## config.mk

```make
export PLATFORM = sky130hd
export DESIGN_NAME = dmem_arbiter
export DESIGN_NICKNAME = d
export VERILOG_FILES = /design/src/rtl/dmem_arb_pkg.sv /design/src/rtl/rr_arb2.sv /design/src/rtl/dmem_arbiter.sv
export SDC_FILE = /design/constraint.sdc
export NUM_CORES = 1
export LEC_CHECK = 0
export ABC_AREA = 1
export BUFFER_PORTS_ARGS = -buffer_cell sky130_fd_sc_hd__buf_4
export CAP_MARGIN = 10
export CORE_MARGIN = 1
export CORE_UTILIZATION = 38
export CTS_CLUSTER_DIAMETER = 40
export DETAILED_ROUTE_END_ITERATION = 16
export GPL_TIMING_DRIVEN = 0
export PLACE_DENSITY = 0.82
export SYNTH_ARGS = -nofsm -noshare
export SYNTH_HDL_FRONTEND = slang
export SYNTH_SLANG_ARGS = --single-unit
```

## constraint.sdc

```tcl
create_clock -name clk -period 1.49 [get_ports clk]
set_input_delay 0.3725 -clock clk [delete_from_list [all_inputs] [get_ports clk]]
set_output_delay 0.3725 -clock clk [all_outputs]
set_load 0.05 [all_outputs]
```

## src/rtl/dmem_arb_pkg.sv

```systemverilog
// Shared types for the data-memory arbiter: FSM states and port ids.
// Optional error checking in dmem_arbiter is enabled by DMEM_ARB_ERR_CHECK_EN.
package dmem_arb_pkg;

   typedef enum logic [1:0] {
      IDLE   = 2'd0,
      ACCESS = 2'd1,
      RESP   = 2'd2
   } state_t;

   localparam logic PORT_MEM = 1'b0;
   localparam logic PORT_DBG = 1'b1;

endpackage

```

## src/rtl/rr_arb2.sv

```systemverilog
// Two-way round-robin pick; last_winner advances only when adv is high.
// Ties go to the port that did not win last time.
module rr_arb2
   import dmem_arb_pkg::*;
(
   input  logic       clk,
   input  logic       reset,
   input  logic [1:0] req,
   input  logic       adv,
   output logic [1:0] gnt
);

   logic r_last;

   always_comb begin
      gnt = req;
      if (&req) begin
         gnt = (r_last == PORT_DBG) ? 2'b01 : 2'b10;
      end
   end

   always_ff @(posedge clk) begin
      if (reset) begin
         r_last <= PORT_DBG;
      end else if (adv && (|req)) begin
         r_last <= gnt[1];
      end
   end

endmodule

```

## src/rtl/dmem_arbiter.sv

```systemverilog
// Shares the single-port data memory between the MEM stage and a debug port.
// Define DMEM_ARB_ERR_CHECK_EN to add err0/err1 for misaligned/out-of-range.
module dmem_arbiter
   import dmem_arb_pkg::*;
#(
   parameter int DATA_W = 32,
   parameter int ADDR_W = 4
) (
   input  logic              clk,
   input  logic              reset,
   input  logic              req0,
   input  logic              req1,
   input  logic              we0,
   input  logic              we1,
   input  logic [31:0]       addr0,
   input  logic [31:0]       addr1,
   input  logic [DATA_W-1:0] wdata0,
   input  logic [DATA_W-1:0] wdata1,
   output logic              gnt0,
   output logic              gnt1,
   output logic              done0,
   output logic              done1,
`ifdef DMEM_ARB_ERR_CHECK_EN
   output logic              err0,
   output logic              err1,
`endif
   output logic [DATA_W-1:0] rdata,
   output logic              busy,
   output logic              mem_write,
   output logic              mem_read,
   output logic [ADDR_W-1:0] mem_addr,
   output logic [DATA_W-1:0] mem_wdata,
   input  logic [DATA_W-1:0] mem_rdata
);

   state_t              r_state;
   state_t              w_next;
   logic                r_we;
   logic [ADDR_W-1:0]   r_idx;
   logic [DATA_W-1:0]   r_wdata;
   logic                r_win;
   logic                r_err;
   logic [DATA_W-1:0]   r_rdata;

   logic [1:0]          w_gnt;
   logic                w_take;
   logic                w_sel;
   logic [31:0]         w_addr;
   logic                w_bad;
   logic                w_done;
   logic                w_err;
   logic                w_unused_addr;

   rr_arb2 u_arb (
      .clk   (clk),
      .reset (reset),
      .req   ({req1, req0}),
      .adv   (w_take),
      .gnt   (w_gnt)
   );

   assign w_take = (r_state == IDLE) && (req0 || req1) && !reset;
   assign w_sel  = w_gnt[1];
   assign w_addr = w_sel ? addr1 : addr0;

`ifdef DMEM_ARB_ERR_CHECK_EN
   assign w_bad = (w_addr[1:0] != 2'b00) ||
                  (w_addr[31:ADDR_W+2] != '0);
`else
   assign w_bad = 1'b0;
`endif

   // Bits outside the word index are dropped when checking is off
   assign w_unused_addr = ^{w_addr[31:ADDR_W+2], w_addr[1:0]};

   always_comb begin
      w_next    = r_state;
      gnt0      = 1'b0;
      gnt1      = 1'b0;
      w_done    = 1'b0;
      w_err     = 1'b0;
      mem_write = 1'b0;
      mem_read  = 1'b0;
      mem_addr  = '0;
      mem_wdata = '0;
      unique case (r_state)
         IDLE: begin
            if (w_take) begin
               gnt0   = w_gnt[0];
               gnt1   = w_gnt[1];
               w_next = w_bad ? RESP : ACCESS;
            end
         end
         ACCESS: begin
            mem_addr  = r_idx;
            mem_wdata = r_wdata;
            mem_write = r_we;
            mem_read  = ~r_we;
            if (r_we) begin
               w_done = 1'b1;
               w_next = IDLE;
            end else begin
               w_next = RESP;
            end
         end
         RESP: begin
            w_done = 1'b1;
            w_err  = r_err;
            w_next = IDLE;
         end
         default: w_next = IDLE;
      endcase
   end

   assign done0 = w_done && !reset && (r_win == PORT_MEM);
   assign done1 = w_done && !reset && (r_win == PORT_DBG);
   assign busy  = (r_state != IDLE) && !reset;
   assign rdata = r_rdata;

`ifdef DMEM_ARB_ERR_CHECK_EN
   assign err0 = w_err && !reset && (r_win == PORT_MEM);
   assign err1 = w_err && !reset && (r_win == PORT_DBG);
`else
   logic w_unused_err;
   assign w_unused_err = w_err;
`endif

   always_ff @(posedge clk) begin
      if (reset) begin
         r_state <= IDLE;
         r_we    <= 1'b0;
         r_idx   <= '0;
         r_wdata <= '0;
         r_win   <= PORT_MEM;
         r_err   <= 1'b0;
         r_rdata <= '0;
      end else begin
         r_state <= w_next;
         if (w_take) begin
            r_we    <= w_sel ? we1 : we0;
            r_idx   <= w_addr[ADDR_W+1:2];
            r_wdata <= w_sel ? wdata1 : wdata0;
            r_win   <= w_sel;
            r_err   <= w_bad;
         end
         if ((r_state == ACCESS) && !r_we) begin
            r_rdata <= mem_rdata;
         end
      end
   end

endmodule

```

# == Yosys cells after proc, flatten, opt, wreduce, memory -nomap -nowiden ==
# Index checks and enable logic that the tools add are counted.
# word_totals
ff_bits,73
latchBits,0
ram_bits,0
mem_bits_ro,0
in_bits,166
elab_cells,45
n_memories,0
# op_classes
addsub,0
mul,0
n_div,0
order_cmp,0
eq_ne,3
shifts,0
n_mux,18
n_bitwise,2
n_reduce_logical,15
# ops
cell,count
32-bit two-way mux,2
1-bit logical AND,8
1-bit two-way mux,8
2-bit two-way mux,4
6-bit two-way mux,1
4-bit two-way mux,1
2-bit one-hot mux with 2 select lines,1
"2-bit by 1-bit equality test with 1-bit output, second input constant",1
"2-bit equality test, second input constant",1
1-bit zero test,2
2-bit zero test,1
"2-bit by 1-bit != test with 1-bit output, second input constant",1
1-bit NOT,2
1-bit one-hot mux with 2 select lines,1
2-bit AND reduction,1
2-bit nonzero test,1
2-bit OR reduction,1
1-bit logical OR,1

# == Depth between registers and ports, before layout ==
# logic_depth
ltp_word,5
mapped_depth,8

# == By module ==
# From an unflattened synthesis, not the netlist that was laid out.
# unflattened
hier_cells,542
hier_area_um2,3552.2
# by_module_without_submodules
mod,n_inst,cells_each,area_per_inst_um2
dmem_arbiter,1,532,3483.3
rr_arb2,1,10,68.8

# == Worst setup path after synthesis ==
# Ideal clock, no wire load.
# synth_path
path_type,reg2out
from,reg r_state[1]
to,out done0
t_arrival_ps,2419
required_time_ps,1118
setup_slack_ps,-1301
stages_incl_launch_ff,8
path_buffers,1
cell_sequence,dfxtp_1 > inv_1 > ha_1 > clkbuf_1 > nand2_1 > inv_1 > o21ai_0 > nor3_1
# synth_via
elab_chain_len,4
elab_cells_between_ends,5
# synth_rtl
item,line_no,rtl
"start, declared",dmem_arbiter.sv:36,state_t r_state;
"start signal, assigned",dmem_arbiter.sv:138,r_state <= w_next;
2-bit equality test or 2-bit by 1-bit equality test with 1-bit output (tied branches),dmem_arbiter.sv:86,unique case (r_state)
1-bit one-hot mux with 2 select lines *,dmem_arbiter.sv:86,
1-bit logical AND * (2 in series),dmem_arbiter.sv:115,assign done0 = w_done && !reset && (r_win == PORT_MEM);
"end, declared",dmem_arbiter.sv:21,"output logic done0,"
# Every way passes the cells marked *; elsewhere a longest branch is shown, timed or not.

# == Final worst setup path ==
# Ends and elaborated chain as after synthesis.

==> impl_metrics.yaml <==
synth:
  post_synth_main_area_contributors: "dfxtp_1, nand2_1, inv_1"
  ys_ff_latch: 73
  synth_warnings: 0
  synth_top_area_share_pct: 39.7
  yosysUniqueCellTypes: 24
  syn_nets: 706
  synthCells: 537
  ys_seq_area_share_pct: 39.7
  syn_area_per_cell_sq_um: 6.85
  syn_area_sq_mm: 0.00368
  yosysTopAreaCell: "dfxtp_1"
floorplanning:
  start_util_pct: 39.5
  num_rows: 35
  die_w_um: 100
  io_pins: 241
  die_h_um: 100
  coreArea_sq_mm: 0.00933
  die_area_sq_mm: 0.0101
routing:
  vias: 4182
  drt_pass1_iterations: 4
  wirelength_um: 11900
  drtIter0Drc: 162
  vias_per_cell: 4.74
  drc: 0
  ant_nets: 0
  wire_per_inst_um: 13.5
outcome:
  violations: "negative setup slack"
  outcome: "complete, but fails checks"
timing:
  fin_crit_sh_pct: 136
  clock_skew_ns: 0.00856
  timing.fmax_mhz: 493
  finalCriticalPeriod_ns: 2.03
  drv_slew: 0
  fin_ws_ns: -0.537
  rsz0062_at_grt: "true"
  max_slew_margin_pct: 54.1
  worstMarginPinSlew_ns: 0.688
  hold_slack_ns: 0.250
  setup_viol: 84
  hold_viol: 0
global_routing:
  grt_pass1_wl_um: 18500
  first_global_vias: 4066
  grt_use_total_pct: 23.1
  grt_max_degree: 19
  grt_antenna_before_repair: 0
  overflow: 0
clock_tree:
  clk_latency_ns: 0.34
  cts_root_buffer: "clkbuf_8"
  postCtsHoldBufs: 0
  cts.sink_count: 73
  cts.clk_slew.worst_paths_ns: 0.08
  clock_path_buffers: 2
  cts_tree: "built"
  numCtsBuffers: 9
  htreeDepth: 3
min_path:
  hp-class: "in2reg"
final_layout:
  mostFrequentLayoutCells: "buf_4, nand2_1, dfxtp_1, inv_1"
  drive_gt1_share_pct: 52.3
  synthToLayoutAreaGrowth_pct: 72.2
  antenna_cells: 0
  finalNetCount: 918
  final_common_cell: "buf_4"
critical_path:
  endpoint_kind: "primary output"
  rrSetupSlack_ns: -0.17
  crit_path_start_kind: "register"
  cp.arrival_ns: 1.65
  required_ns: 1.12
  critPathKind: "reg2out"
  crit_fanout: 6
run:
  cap_violations: 0
place:
  place.gp.congestion: 0.782
  hpwl_um: 8430
  numPortBuffers: 183
power_and_ir_drop:
  peakVddDrop_mv: 0.730
  leakagePower_nw: 2.87
  power_density_mw_per_mm2: 1060
  total_power_mw: 6.69
## area by class of cell
type | count | area [sq um]
multi-input cells | 343 | 2030
clock inverters | 3 | 40.0
plain buffers | 33 | 313
clock buffers | 13 | 149
inverters | 85 | 459
well taps | 129 | 161
flip-flops and latches | 73 | 1470
repair buffers | 203 | 1710
repair inverters | 1 | 11.3
fillers | 776 | 2990
## worst max-delay path, cell delays in order, from the launching register on
cell,delay [ns]
dfxtp_2,0.35
inv_4,0.05
ha_4,0.16
clkbuf_16,0.15
nand2_4,0.06
clkinvlp_4,0.10
o21ai_4,0.21
nor3_4,0.05
buf_6,0.17
## sequential cells by signal, summed over array words and instances, names as in the netlist
register / flops
r_wdata: 32
rdata: 32
r_idx: 4
r_state: 2
r_we: 1
r_win: 1
u_arb.r_last: 1
## power by group
part	internal (mW)	leakage, nW	switching [mW]	total (mW)
logic	1.13	2.17	1.65	2.78
clock network	0.817	0.0974	0.721	1.54
registers	2.21	0.599	0.169	2.37
total	4.16	2.87	2.54	6.69
## cells in the mapped netlist, drive strengths merged
master and n:
nand2 118, inv 85, dfxtp 73, nor2 69
a21oi 39, nand3 37, nand3b 37, o21ai 35
buf 19, clkbuf 17, ha 3, nor3 2
a31oi 1, nor3b 1, o211ai 1
## path summary, 6_finish.rpt
check,cells past startpoint,endpoint,from
min,3,rdata[20],mem_rdata[20]
min reg2reg,2,r_wdata[9],r_wdata[9]
max,8,done0,r_state[1]
max reg2reg,11,rdata[18],r_state[1]
## cell families after synthesis
family	Yosys count	synth area share, %
and+or+nand+nor	264	34.1
adders and majority gates	3	1.02
buffers and inverters	121	13.7
DFF	73	39.7
AOI/OAI and AO/OA	76	11.5
## stage by stage
step	worst slack, ns	utilization (%)	area [sq um]	cells	setup TNS, ns
finish	-0.537	67.9	6340	883	-23.82
global route	-0.619	67.9	6340	883	-29.75
detailed placement	-0.572	58.2	5430	849	-26.27
global placement	-0.540	58.2	5430	849	-23.49
CTS	-0.547	63.9	5960	874	-19.88
floorplan	-0.393	-	3890	537	-5.22
## what timing repair did
| action | 4_1_cts | 5_1_grt |
|---|---|---|
| hold endpoints to repair | 0 | 0 |
| buffers inserted | 10 | 8 |
| pin swaps | 5 | 6 |
| gates resized for setup | 87 | 111 |
| gates cloned | 0 | 4 |
| setup endpoints to repair | 113 | 106 |
## routing by layer
| layer | part of all wire [%] | track usage [%] | vias up |
|---|---|---|---|
| li1 | - | - | 2090 |
| met1 | 40 | 27.0 | 1907 |
| met2 | 51 | 41.6 | 167 |
| met3 | 7.5 | 5.71 | 18 |
| met4 | 1.8 | 6.58 | 0 |
| met5 | 0 | 0 | - |
Note: power is estimated with default switching activity, not from simulation.
